`config.mk`:
```
export PLATFORM = sky130hd
export DESIGN_NAME = lsu_mem_stage
export DESIGN_NICKNAME = d
export VERILOG_FILES = /design/src/rtl/lsu_mem_stage.sv
export SDC_FILE = /design/constraint.sdc
export NUM_CORES = 1
export LEC_CHECK = 0
export BUFFER_PORTS_ARGS = -buffer_cell sky130_fd_sc_hd__buf_2
export CORE_MARGIN = 2
export CORE_UTILIZATION = 52
export CTS_BUF_LIST = sky130_fd_sc_hd__clkbuf_4 sky130_fd_sc_hd__clkbuf_8
export DETAILED_ROUTE_END_ITERATION = 10
export PLACE_DENSITY = 0.93
export SYNTH_ARGS = -nofsm -noshare
export SYNTH_HDL_FRONTEND = slang
export SYNTH_SLANG_ARGS = --single-unit
export TNS_END_PERCENT = 5
```
`constraint.sdc`:
```
create_clock -name clk -period 3.25 [get_ports clk]
set_input_delay 0 -clock clk [delete_from_list [all_inputs] [get_ports clk]]
set_output_delay 0 -clock clk [all_outputs]
set_load 0.02 [all_outputs]
```
`src/rtl/lsu_mem_stage.sv`:
```
// Load/store unit between EX and a word-addressed DMEM without byte enables.
// Sub-word stores are done as read-modify-write; illegal requests never touch DMEM.
module lsu_mem_stage #(
   parameter int unsigned WORDS_LOG2 = 8
) (
   input  logic        clk,
   input  logic        rst_n,
   input  logic        req_valid,
   input  logic        req_we,
   input  logic        req_re,
   input  logic [1:0]  req_size,
   input  logic        req_unsigned,
   input  logic [31:0] req_addr,
   input  logic [31:0] req_wdata,
   output logic        req_ready,
   output logic [31:0] load_data,
   output logic        load_valid,
   output logic        store_done,
   output logic        err,
   output logic [31:0] DMEM_address,
   output logic [31:0] DMEM_data_in,
   output logic        DMEM_mem_write,
   output logic        DMEM_mem_read,
   input  logic [31:0] DMEM_data_out
);

   typedef enum logic [2:0] {IDLE, LOAD, MERGE, WRITE, ERR} state_t;

   state_t      state;
   logic [1:0]  lat_size;
   logic [1:0]  lat_off;
   logic        lat_unsigned;
   logic [15:0] lat_wdata;

   logic        take;
   logic        req_bad;
   logic [31:0] word_idx;

   // we&re together must still be taken so it can be reported as an error
   assign take = req_valid & req_ready & (req_we | req_re);

   always_comb begin
      req_bad = (req_we & req_re)
              | (req_size == 2'b11)
              | ((req_size == 2'b01) & req_addr[0])
              | ((req_size == 2'b10) & (req_addr[1:0] != 2'b00))
              | (req_addr[31:WORDS_LOG2+2] != '0);
   end

   always_comb begin
      word_idx = '0;
      word_idx[WORDS_LOG2-1:0] = req_addr[WORDS_LOG2+1:2];
   end

   function automatic logic [31:0] lane_extract(input logic [31:0] w, input logic [1:0] sz,
                                                input logic [1:0] off, input logic uns);
      logic [7:0]  b;
      logic [15:0] h;
      b = w[{off, 3'b000} +: 8];
      h = off[1] ? w[31:16] : w[15:0];
      case (sz)
         2'b00:   lane_extract = {{24{~uns & b[7]}}, b};
         2'b01:   lane_extract = {{16{~uns & h[15]}}, h};
         default: lane_extract = w;
      endcase
   endfunction

   function automatic logic [31:0] lane_merge(input logic [31:0] w, input logic [1:0] sz,
                                              input logic [1:0] off, input logic [15:0] wd);
      logic [31:0] m;
      m = w;
      if (sz == 2'b00)
         m[{off, 3'b000} +: 8] = wd[7:0];
      else
         m[{off[1], 4'b0000} +: 16] = wd;
      lane_merge = m;
   endfunction

   always_ff @(posedge clk or negedge rst_n) begin
      if (!rst_n) begin
         state          <= IDLE;
         req_ready      <= 1'b1;
         load_data      <= '0;
         load_valid     <= 1'b0;
         store_done     <= 1'b0;
         err            <= 1'b0;
         DMEM_address   <= '0;
         DMEM_data_in   <= '0;
         DMEM_mem_write <= 1'b0;
         DMEM_mem_read  <= 1'b0;
         lat_size       <= '0;
         lat_off        <= '0;
         lat_unsigned   <= 1'b0;
         lat_wdata      <= '0;
      end else begin
         load_valid <= 1'b0;
         store_done <= 1'b0;
         err        <= 1'b0;
         case (state)
            IDLE: begin
               if (take) begin
                  lat_size     <= req_size;
                  lat_off      <= req_addr[1:0];
                  lat_unsigned <= req_unsigned;
                  lat_wdata    <= req_wdata[15:0];
                  req_ready    <= 1'b0;
                  if (req_bad) begin
                     state <= ERR;
                     err   <= 1'b1;
                  end else if (req_re) begin
                     state         <= LOAD;
                     DMEM_mem_read <= 1'b1;
                     DMEM_address  <= word_idx;
                  end else if (req_size == 2'b10) begin
                     state          <= WRITE;
                     DMEM_mem_write <= 1'b1;
                     DMEM_data_in   <= req_wdata;
                     DMEM_address   <= word_idx;
                     store_done     <= 1'b1;
                  end else begin
                     state         <= MERGE;
                     DMEM_mem_read <= 1'b1;
                     DMEM_address  <= word_idx;
                  end
               end
            end
            LOAD: begin
               load_data     <= lane_extract(DMEM_data_out, lat_size, lat_off, lat_unsigned);
               load_valid    <= 1'b1;
               DMEM_mem_read <= 1'b0;
               DMEM_address  <= '0;
               req_ready     <= 1'b1;
               state         <= IDLE;
            end
            MERGE: begin
               DMEM_data_in   <= lane_merge(DMEM_data_out, lat_size, lat_off, lat_wdata);
               DMEM_mem_read  <= 1'b0;
               DMEM_mem_write <= 1'b1;
               store_done     <= 1'b1;
               state          <= WRITE;
            end
            WRITE: begin
               DMEM_mem_write <= 1'b0;
               DMEM_data_in   <= '0;
               DMEM_address   <= '0;
               req_ready      <= 1'b1;
               state          <= IDLE;
            end
            ERR: begin
               req_ready <= 1'b1;
               state     <= IDLE;
            end
            default: begin
               DMEM_mem_read  <= 1'b0;
               DMEM_mem_write <= 1'b0;
               req_ready      <= 1'b1;
               state          <= IDLE;
            end
         endcase
      end
   end

endmodule

```
Yosys cells after proc, flatten, opt, wreduce, memory -nomap -nowiden
Cells that the tools add are included. Widths: inputs -> output; s select.

Shift operators: 5. Reductions and logical operators: 15. Bitwise operators: 16. Mux-type cells: 39. Eq/ne operators: 13. $add $sub $neg: 2.

Operator list (count): $mux 32 (7); $pmux 32 s2 (2); $pmux 32 s3 (1); $bwmux 32 (2); $shift 16x7->32 const A (1); $shift 8x7->32 const A (1); $shiftx 16x7->32 (1); $shiftx 32x6->8 (1); $shiftx 8x7->32 (1); $reduce_bool 22->1 (1); $mux 1 (18); $mux 16 (1); $neg 5->7 (2); $reduce_and 5->1 (2); $ne 2x2->1 const B (4); $and 1x1->1 (7); $eq 3x2->1 const B (2); $mux 3 (2); $pmux 1 s2 (3); $pmux 3 s2 (1); $reduce_or 2->1 (3); $or 1x1->1 (5); $eq 2x1->1 const B (2); $eq 2x2->1 const B (2); 13 further kinds (18).

Input bits: 104. Output and inout port bits: 102. Word-level logic and storage cells: 104. Register bits after elaboration: 126.

Logic depth before layout (Yosys ltp)
Gate-level depths: netlist of the first run.

Word-level depth: 8. Gate-level depth with buffers: 9. Gate-level depth less buffers: 6.

Least setup slack after synthesis of the first run
No wires, ideal clock.

Path type: reg-to-reg. Start point: register lat_off[1]. End point: register DMEM_data_in[8]. Path slack: 934 ps. Clock period less this slack: 2316 ps. Cell stages (with the launch flop): 10. Required time: 3125 ps. Path buffers: 3. Setup time: 125 ps. Arrival: 2191 ps. Path through: dfrtp_1 -> buf_2 -> buf_2 -> inv_1 -> ha_1 -> and4b_1 -> buf_1 -> a221oi_1 -> o21ai_0 -> mux2_2.

Longest elaborated chain between the ends: 5. Elaborated cells on any way between the ends: 10. Those cells by class: add/sub (2); shift (4); mux (4).

RTL lines: start: declaration (line 31) `logic [1:0] lat_off;`; start signal: assignment (line 103) `lat_off <= req_addr[1:0];`; $neg 5->7, on equally long branches (line 75, 73); $shiftx 16x7->32, or another cell as far along (line 75) `m[{off[1], 4'b0000} +: 16] = wd;`; $bwmux 32, on equally long branches (line 75, 73); $mux 32 * (line 72) `if (sz == 2'b00)`; $pmux 32 s3 * (line 99) `case (state)`; end signal: assignment (line 117) `DMEM_data_in <= req_wdata;`; end signal: assignment (line 136) `DMEM_data_in <= lane_merge(DMEM_data_out, lat_size, lat_off, lat_wdata);`; end: declaration (line 21) `output logic [31:0] DMEM_data_in,`.

Every way passes the cells marked *; elsewhere a longest branch is shown, timed or not. A chain may end at the register's enable or synchronous reset.

Worst setup path in the final report of the first run
Start point: input req_size[0]. End point: register DMEM_data_in[25].

Longest elaborated chain between the ends: 7. Elaborated cells on any way between the ends: 12. Those cells by class: eq/ne (5); bitwise (6); reduce/logical (1).

RTL lines: start: declaration (line 11) `input logic [1:0] req_size,`; $eq 2x2->1 or $eq 2x1->1 (tied branches) (line 44, 45); $or 1x1->1 or $and 1x1->1 (tied branches) (line 44, 45); $or 1x1->1 (line 45) `| ((req_size == 2'b01) & req_addr[0])`; $or 1x1->1 (line 46) `| ((req_size == 2'b10) & (req_addr[1:0] != 2'b00))`; $or 1x1->1 (line 47) `| (req_addr[31:WORDS_LOG2+2] != '0);`; $ne 2x2->1 (no line); $reduce_and 5->1 (no line) *.

Marks and branches as above.

==> flow_summary.json, run 1 <==
{
  "status": "finished, violations left",
  "violations": "negative hold slack",
  "rrSetupSlack_ns": 0.83,
  "power.density_nw_per_um2": 537,
  "cts_tree": "yes",
  "crit_path_end_kind": "flip-flop",
  "first_iter_violations": 1190,
  "crit_arrival_ns": 2.78,
  "io_pins": 206,
  "vias_per_cell": 6.41,
  "switchingPower_mw": 1.56,
  "drcViolationCount": 0,
  "first_pass_iters": 6,
  "max_cap_violations": 0,
  "combPwrFrac_pct": 36.3,
  "cts.sinks": 102,
  "port_buffers": 181,
  "critPathRequiredTime_ns": 3.51,
  "worst_hold_slack_ns": -0.00373,
  "clockPowerShare_pct": 23.8,
  "die_y_um": 109,
  "start_util_pct": 53.1,
  "grt_pass1_vias": 5738,
  "skew_ns": 0.0197,
  "fill_cells": 760,
  "vdd_drop_max_mv": 0.299,
  "clk_pin_slew_worst_paths_ns": 0.12,
  "final_nets": 935,
  "p_seq_share_pct": 39.9,
  "hold_viol": 1,
  "drt_wl_total_um": 20200,
  "fmax_ghz": 0.398,
  "fin_crit_ns": 2.51,
  "switching_share_pct": 39.0,
  "synth_edf_count": 0,
  "synthArstFlopShare_pct": 100,
  "grt_max_degree": 62,
  "diodes": 0,
  "dr_total_vias": 6226,
  "start_kind": "primary input",
  "core_um2": 10800,
  "yosysTopAreaCell": "dfrtp_1",
  "path_class": "primary input to flip-flop",
  "synthTopCellsByArea": "dfrtp_1 44%, mux2_2 11%, nand2_1 7.3%",
  "die_area_um2": 11900,
  "syn_area_um2": 5760,
  "p_int_mw": 2.44,
  "synth_cell_types": 54,
  "die_x_um": 109,
  "tightest_slew_ns": 1.16,
  "place_congestion": 0.950,
  "hp-class": "primary input to flip-flop",
  "hpwlAfterDp_um": 12800,
  "htree_levels": 3,
  "r2r-start": "lat_size[0]$_DFFE_PN0P_",
  "clock_latency_ns": 0.39,
  "ant_nets": 0,
  "layout-drive-gt1-share_pct": 33.1,
  "utilization_pct": 68.8,
  "min_from": "req_wdata[21]",
  "setup_violations": 0,
  "seqCellArea_um2": 2550,
  "totalPowerFinal_mw": 4.01,
  "finalCritPeriodShare_pct": 77.3,
  "p_leak_nw": 3.43,
  "ys_ff_latch": 102,
  "antenna_found_initial": 0,
  "grt-ovfl-total": 0,
  "area_growth_pct": 29.4,
  "ys.flop_type": "dfrtp_1",
  "grt_usage_pct": 33.9,
  "cts_inserted_buffers": 9,
  "fp-row-count": 38,
  "grt_pass1_wl_um": 30700,
  "netlist_instances": 613,
  "cts_resized": 0,
  "yosysSeqAreaShare_pct": 44.3,
  "critical_path.startpoint": "req_size[0]",
  "clock-root-buffer": "clkbuf_8",
  "post-cts-setup-buffer-count": 0,
  "setup_tns_ns": 0,
  "wl_per_cell_um": 20.8,
  "maxSlewHeadroom_pct": 22.6,
  "drv_slew": 0,
  "rsz0062_at_grt": "no",
  "synth_top_area_share_pct": 43.9,
  "multi_input_area_um2": 2870,
  "syn_avg_cell_area_um2": 9.40,
  "clock_path_buffers": 2,
  "yosys_warnings": 0,
  "path_max_fanout": 32
}
-- cells in the final DEF (no fill, tap or decap), types with 2 or more instances in the layout --
master           n
o211ai_1         4
or3b_2           2
nor4_1           7
dfrtp_1        101
ha_1             5
a221oi_1        16
o21a_1           2
o31ai_1          9
nor3_1           4
nor3b_1          9
or4_1            2
a21oi_1         11
nand2_1        112
clkbuf_8        11
o311ai_0        16
o21ai_0         51
nor2b_1          4
nand2b_1         4
mux2_2          55
a211oi_1         8
conb_1          24
inv_1           13
dlygate4sd3_1   57
buf_2          180
buf_4           14
nand3_1         33
nor2_1          14
nand4_1         25
bufinv_16        2
o21bai_1         2
a222oi_1         5
o41a_1           2
-- power groups by stage --
stage          clock network, mW  registers [mW]  logic, mW
6_report                   0.951            1.60       1.45
4_1_cts                    0.918            1.58       1.37
5_1_grt                    0.988            1.61       1.55
3_3_place_gp                   0            1.59       1.27
2_1_floorplan                  0            1.54      0.990
3_5_place_dp                   0            1.60       1.30
-- state kept, by name, indices dropped and copies added, names as in the netlist --
signal,flops
lat_unsigned,1
lat_size,2
load_valid,1
DMEM_address,8
DMEM_mem_write,1
req_ready,1
store_done,1
load_data,32
state,3
lat_off,2
DMEM_data_in,32
err,1
DMEM_mem_read,1
lat_wdata,16
-- cells by family after synthesis --
kind of cell / count (synthesis) / synth area share, %
DFF: 102 / 44.3
buffers and inverters: 86 / 7.62
other: 1 / 0.0651
adders and majority gates: 5 / 1.09
muxes: 58 / 11.5
AOI/OAI and AO/OA: 136 / 16.6
and+or+nand+nor: 225 / 18.8
-- metal layers --
metal / part of all wire [%] / global-route usage [%] / routed length (um) / vias to the layer above
met1: 37 / 45.5 / 7510 / 2846
met3: 12 / 6.52 / 2440 / 158
met4: 6.5 / 18.2 / 1300 / 0
li1: - / - / - / 2632
met2: 44 / 52.1 / 8940 / 590
met5: 0 / 0 / 0 / -
-- worst max-delay path, cell delays in order --
cell,delay (ns)
dlygate4sd3_1,0.53
buf_2,0.15
nor3_1,0.24
o211ai_1,0.48
o41ai_4,0.45
buf_4,0.43
mux2_2,0.46
-- Yosys cell counts (2+ instances only) --
| master | instances |
|---|---|
| o211ai_1 | 4 |
| nor2b_1 | 4 |
| o21bai_1 | 2 |
| buf_4 | 24 |
| o311ai_0 | 16 |
| clkbuf_1 | 34 |
| nand3_1 | 33 |
| buf_1 | 8 |
| a221oi_1 | 16 |
| nand2b_1 | 4 |
| or4_1 | 2 |
| nand4_1 | 25 |
| o41a_1 | 2 |
| buf_2 | 3 |
| nor3b_1 | 10 |
| dfrtp_1 | 101 |
| a222oi_1 | 5 |
| inv_1 | 13 |
| a211oi_1 | 8 |
| nor2_1 | 14 |
| a21oi_1 | 11 |
| nand2_1 | 112 |
| nor3_1 | 4 |
| o21ai_0 | 51 |
| o21a_1 | 2 |
| buf_6 | 3 |
| o31ai_1 | 9 |
| or3b_2 | 2 |
| mux2_2 | 55 |
| nor4_1 | 8 |
| ha_1 | 5 |
-- area by class of cell --
cell class                 count  share of cell area [%]
sequential                   102                    34.3
multi-input combinational    448                    38.4
clock inverter                 5                    1.09
inverter                      14                   0.705
clock buffer                  11                    2.03
timing repair buffer         251                    21.1
tap                          140                    2.35
-- repair_timing --
item	4_1_cts	5_1_grt
setup endpoints to repair	0	0
endpoints found under the hold margin	158	0
hold buffers	57	0
-- stage by stage --
step                hold WS, ns  std cells  setup slack (ns)  cell area [um^2]
floorplan                -0.296        636             0.934              5850
global placement         0.0879        898             0.979              6650
detailed placement       0.0992        898             0.913              6650
CTS                     0.00393        971             0.866              7460
global route             0.0160        971             0.620              7460
finish                 -0.00373        971             0.738              7460
-- path summary, 6_finish.rpt --
kind / end / depth (start not counted)
worst min register to register: load_data[4]$_DFFE_PN0P_ / 2
max in group asynchronous: err$_DFF_PN0_ / 3
worst min-delay path: DMEM_data_in[21]$_DFFE_PN0P_ / 4
worst max-delay path: DMEM_data_in[25]$_DFFE_PN0P_ / 7
min in group asynchronous: load_valid$_DFF_PN0_ / 3
worst max register to register: DMEM_data_in[18]$_DFFE_PN0P_ / 4
Power figures use the tool's default switching activity.
==> run 2, diff against run 1 <==
CORE_UTILIZATION = 47   (was 52)
PLACE_DENSITY = 0.89   (was 0.93)
clock period = 2 ns   (was 3.25 ns; I/O delays follow)
==> flow_summary.json, run 2 (synthesis results as in run 1) <==
{
  "hp-class": "primary input to flip-flop",
  "layout-drive-gt1-share_pct": 37.2,
  "power.density_nw_per_um2": 892,
  "post_dp_cell_area_um2": 6900,
  "clock-root-buffer": "clkbuf_8",
  "antenna_found_initial": 1,
  "first_pass_iters": 7,
  "pre_cts_slack_ns": -0.351,
  "vdd_drop_max_mv": 0.424,
  "drcViolationCount": 0,
  "layout_common_cells": "180 x buf_2, 110 x nand2_1, 100 x dfrtp_1, 57 x dlygate4sd3_1, 53 x mux2_2",
  "area_growth_pct": 35.5,
  "die_y_um": 115,
  "die_area_um2": 13200,
  "dr_total_vias": 6346,
  "grt_pass1_vias": 6014,
  "fin_crit_ns": 2.05,
  "rrSetupSlack_ns": -0.05,
  "fp-row-count": 40,
  "worst_hold_slack_ns": 0.00124,
  "drt_wl_total_um": 21300,
  "status": "finished, violations left",
  "cts_inserted_buffers": 9,
  "grt_util_met2_pct": 46.4,
  "path_class": "flip-flop to flip-flop",
  "largest_registers": "DMEM_data_in x32, load_data x32, lat_wdata x16",
  "grt_max_degree": 49,
  "clock_path_buffers": 2,
  "clk_pin_slew_worst_paths_ns": 0.10,
  "start_kind": "flip-flop",
  "first_iter_violations": 1040,
  "crit_arrival_ns": 2.32,
  "rsz0062_at_grt": "yes",
  "grt_busiest_layer": "met2",
  "place_congestion": 0.944,
  "final_nets": 962,
  "io_pins": 206,
  "fin_area_um2": 7800,
  "htree_levels": 3,
  "setup_ws_ns": -0.0546,
  "wl_per_cell_um": 21.2,
  "ant_nets": 0,
  "cts_tree": "yes",
  "path_max_fanout": 8,
  "grtUsageMet1_pct": 41.4,
  "die_x_um": 115,
  "start_util_pct": 48.0,
  "violations": "negative setup slack",
  "fill_cells": 897,
  "setup_violations": 12,
  "port_buffers": 181,
  "finalCritPeriodShare_pct": 103,
  "p_leak_nw": 3.60,
  "clock_latency_ns": 0.38,
  "cts.sinks": 102,
  "layout_commonest_cell": "buf_2",
  "drv_slew": 0,
  "tightest_slew_ns": 0.548,
  "hold_viol": 0,
  "grt_pass1_wl_um": 31600,
  "grt_usage_pct": 31.1,
  "crit_path_end_kind": "flip-flop",
  "core_um2": 12000,
  "maxSlewHeadroom_pct": 63.2,
  "vias_per_cell": 6.31,
  "skew_ns": 0.0144,
  "critPathBufInv": 2,
  "totalPowerFinal_mw": 6.96,
  "crit_family": "compound AO/OA/AOI/OAI gates",
  "hpwlAfterDp_um": 13400,
  "cp_cell_sequence": "inv_2 -> ha_4 -> buf_4 -> and4b_4 -> a221oi_1 -> o21ai_0 -> mux2_2",
  "max_stage_delay_ns": 0.42,
  "use_met3_pct": 7.57,
  "fmax_ghz": 0.487,
  "max_cap_violations": 0,
  "slowest_stage": "dfrtp_1",
  "grt-ovfl-total": 0,
  "critPathRequiredTime_ns": 2.26
}
-- run 2: changes by cell type in the layout (fill, tap and decap cells not counted), sizes merged --
cell,delta
buf,+26
clkinv,+4
bufinv,-2
bufbuf,+1
clkinvlp,-1
diode,+1
inv,-1
-- run 2: metal layers --
layer  part of all wire, %  wire length, um
met5                     0                0
met4                   7.0             1490
met3                    12             2660
met2                    44             9400
met1                    36             7780
-- run 2: worst reg2reg max path, cell delays in order, from the launching register on --
cell	delay [ns]
dfrtp_1	0.42
inv_2	0.13
ha_4	0.24
buf_4	0.15
and4b_4	0.22
a221oi_1	0.32
o21ai_0	0.15
mux2_2	0.30
-- run 2: worst paths after layout --
path / start / endpoint / cells past startpoint
max: lat_off[0]$_DFFE_PN0P_ / DMEM_data_in[8]$_DFFE_PN0P_ / 7
min: req_wdata[23] / DMEM_data_in[23]$_DFFE_PN0P_ / 4
max reg2reg: lat_off[0]$_DFFE_PN0P_ / DMEM_data_in[8]$_DFFE_PN0P_ / 7
min reg2reg: load_data[2]$_DFFE_PN0P_ / load_data[2]$_DFFE_PN0P_ / 2
max in group asynchronous: rst_n / req_ready$_DFFE_PN1P_ / 3
min in group asynchronous: rst_n / load_valid$_DFF_PN0_ / 2
-- run 2: repair_timing --
action,4_1_cts,5_1_grt
pin swaps,0,9
resized for setup,8,37
endpoints found under the hold margin,94,0
setup endpoints to repair,47,36
hold buffers,57,0
setup buffers,0,2
gates cloned,1,0
-- run 2: metrics by stage --
step	std cells	TNS [ns]	utilization, %
after detailed placement	929	-9.47	57.5
after global placement	929	-7.07	57.5
after floorplan	636	0	-
final	1006	-0.256	65.0
after CTS	1003	-0.662	64.2
after global routing	1006	-1.73	65.0
-- run 2: final cells by class --
type | instances | area (um^2) | share of cell area (%)
Multi-Input combinational cell | 448 | 2970 | 38.1
Antenna cell | 1 | 2.50 | 0.0321
Tap cell | 147 | 184 | 2.36
Inverter | 14 | 61.3 | 0.786
Timing Repair Buffer | 278 | 1860 | 23.9
Sequential cell | 102 | 2550 | 32.7
Clock inverter | 5 | 25.0 | 0.321
Clock buffer | 11 | 145 | 1.86
-- run 2: power by group --
part           leakage (nW)  switching (mW)  internal, mW  total [mW]
logic                  2.35            1.83          1.34        3.17
registers              1.16           0.258          2.30        2.56
clock network        0.0961           0.737         0.492        1.23
==> run 3, diff against run 2 <==
SETUP_SLACK_MARGIN = 0.1   (was default)
SKIP_LAST_GASP = 1   (was default)
==> flow_summary.json, run 3 (synthesis results as in run 1) <==
{
  "setup_tns_ns": -0.287,
  "grt-ovfl-total": 0,
  "maxSlewHeadroom_pct": 62.5,
  "critical_path.startpoint": "lat_off[1]$_DFFE_PN0P_",
  "clock_path_buffers": 2,
  "cts_inserted_buffers": 9,
  "port_buffers": 181,
  "path_max_fanout": 19,
  "rrSetupSlack_ns": -0.15,
  "vias_per_cell": 6.39,
  "hp-class": "primary input to flip-flop",
  "final_nets": 965,
  "grt_pass1_vias": 5995,
  "area_growth_pct": 37.4,
  "drt_wl_total_um": 22000,
  "io_pins": 206,
  "fmax_ghz": 0.465,
  "fp-row-count": 40,
  "vdd_drop_max_mv": 0.430,
  "dr_total_vias": 6451,
  "cp_cell_sequence": "buf_4 -> buf_12 -> mux2_2 -> o21ai_0 -> o21ai_1 -> mux2_2",
  "critPathRequiredTime_ns": 2.28,
  "die_area_um2": 13200,
  "crit_arrival_ns": 2.43,
  "crit_path_end_kind": "flip-flop",
  "first_pass_iters": 6,
  "slowest_stage": "dfrtp_2",
  "start_util_pct": 48.0,
  "tightest_slew_ns": 0.558,
  "setup_violations": 4,
  "largest_registers": "DMEM_data_in x32, load_data x32, lat_wdata x16",
  "clock-root-buffer": "clkbuf_8",
  "violations": "negative setup slack",
  "place_congestion": 0.901,
  "post_dp_cell_area_um2": 6940,
  "fill_cells": 855,
  "layout-drive-gt1-share_pct": 38.1,
  "finalCritPeriodShare_pct": 108,
  "status": "finished, violations left",
  "worst-path-stages": 6,
  "hpwlAfterDp_um": 13300,
  "wl_per_cell_um": 21.7,
  "core_um2": 12000,
  "clock_latency_ns": 0.40,
  "path_class": "flip-flop to flip-flop",
  "ant_nets": 0,
  "crit_family": "multiplexers",
  "rr_worst_depth": 6,
  "layout_commonest_cell": "buf_2",
  "critPathBufInv": 2,
  "clk_pin_slew_worst_paths_ns": 0.11,
  "r2r-end": "DMEM_data_in[14]$_DFFE_PN0P_",
  "start_kind": "flip-flop",
  "pre_cts_slack_ns": -0.139,
  "p_leak_nw": 3.62,
  "grt_usage_pct": 30.3,
  "crit_end": "DMEM_data_in[14]$_DFFE_PN0P_",
  "layout_common_cells": "180 x buf_2, 112 x nand2_1, 98 x dfrtp_1, 58 x dlygate4sd3_1, 55 x mux2_2",
  "rsz0062_at_grt": "yes",
  "cts.sinks": 102,
  "skew_ns": 0.0217,
  "hold_viol": 0,
  "grt_pass1_wl_um": 31100,
  "totalPowerFinal_mw": 7.05,
  "antenna_found_initial": 2,
  "cts_tree": "yes",
  "max_stage_delay_ns": 0.48,
  "grt_max_degree": 51,
  "drv_slew": 0,
  "first_iter_violations": 1193,
  "power.density_nw_per_um2": 891,
  "crit_top_cell": "mux2_2",
  "drcViolationCount": 0,
  "max_cap_violations": 0,
  "fin_crit_ns": 2.15,
  "fin_area_um2": 7910,
  "setup_ws_ns": -0.152,
  "die_y_um": 115,
  "r2r-start": "lat_off[1]$_DFFE_PN0P_",
  "die_x_um": 115,
  "htree_levels": 3
}
[run 3: cell types whose count changed in the layout (fill, tap and decap cells not counted), moves of 4 or more]
cell / change
o21ai_0: -4
a221oi_1: -10
o21ai_1: +4
clkinv_2: -6
a221oi_2: +10
[run 3: worst min-delay path by stage]
stage                                   end  cells after the start             start
4_1_cts            load_data[1]$_DFFE_PN0P_                      3  DMEM_data_out[1]
3_3_place_gp      load_data[27]$_DFFE_PN0P_                      1             rst_n
2_1_floorplan   DMEM_address[0]$_DFFE_PN0P_                      0             rst_n
3_5_place_dp      load_data[25]$_DFFE_PN0P_                      1             rst_n
6_report           load_data[1]$_DFFE_PN0P_                      3  DMEM_data_out[1]
5_1_grt        DMEM_data_in[18]$_DFFE_PN0P_                      4     req_wdata[18]
[run 3: power by group]
| group | internal (mW) | switching [mW] |
|---|---|---|
| logic | 1.19 | 1.78 |
| registers | 2.30 | 0.281 |
| clock network | 0.755 | 0.743 |
| total | 4.25 | 2.80 |
[run 3: stage by stage]
stage               hold slack [ns]  util [%]  cells
finish                      0.00228      65.9   1010
global route                 0.0201      65.9   1010
CTS                         0.00273      64.6   1000
detailed placement           0.0125      57.8    926
global placement             0.0108      57.8    926
floorplan                    -0.296         -    636
[run 3: cell type report]
cell class	instances	area [um^2]	area share, %
Antenna cell	2	5.00	0.0632
Clock buffer	11	145	1.83
Clock inverter	5	83.8	1.06
Inverter	14	60.1	0.759
Multi-Input combinational cell	449	3010	38.0
Sequential cell	102	2560	32.3
Tap cell	147	184	2.32
Timing Repair Buffer	280	1870	23.7
[run 3: layer usage]
metal  vias up  global-route usage [%]  wire length, um
li1       2689                       -                -
met1      2981                    41.0             8130
met2       615                    44.9             9450
met3       166                    5.45             2560
met4         0                    20.0             1820
met5         -                       0                0
[run 3: worst reg2reg max path: cells and delay by family (launching register included)]
family	cells	cell delay (ns)
mux	2	0.70
flops	1	0.48
compound gates	2	0.46
buf+inv	2	0.40
[run 3: repair_timing]
item	CTS	global route
hold buffers	58	0
endpoints found under the hold margin	98	0
resized for setup	5	16
buffers inserted	0	5
pin swaps	0	2
cloned	0	3
setup endpoints to repair	48	87
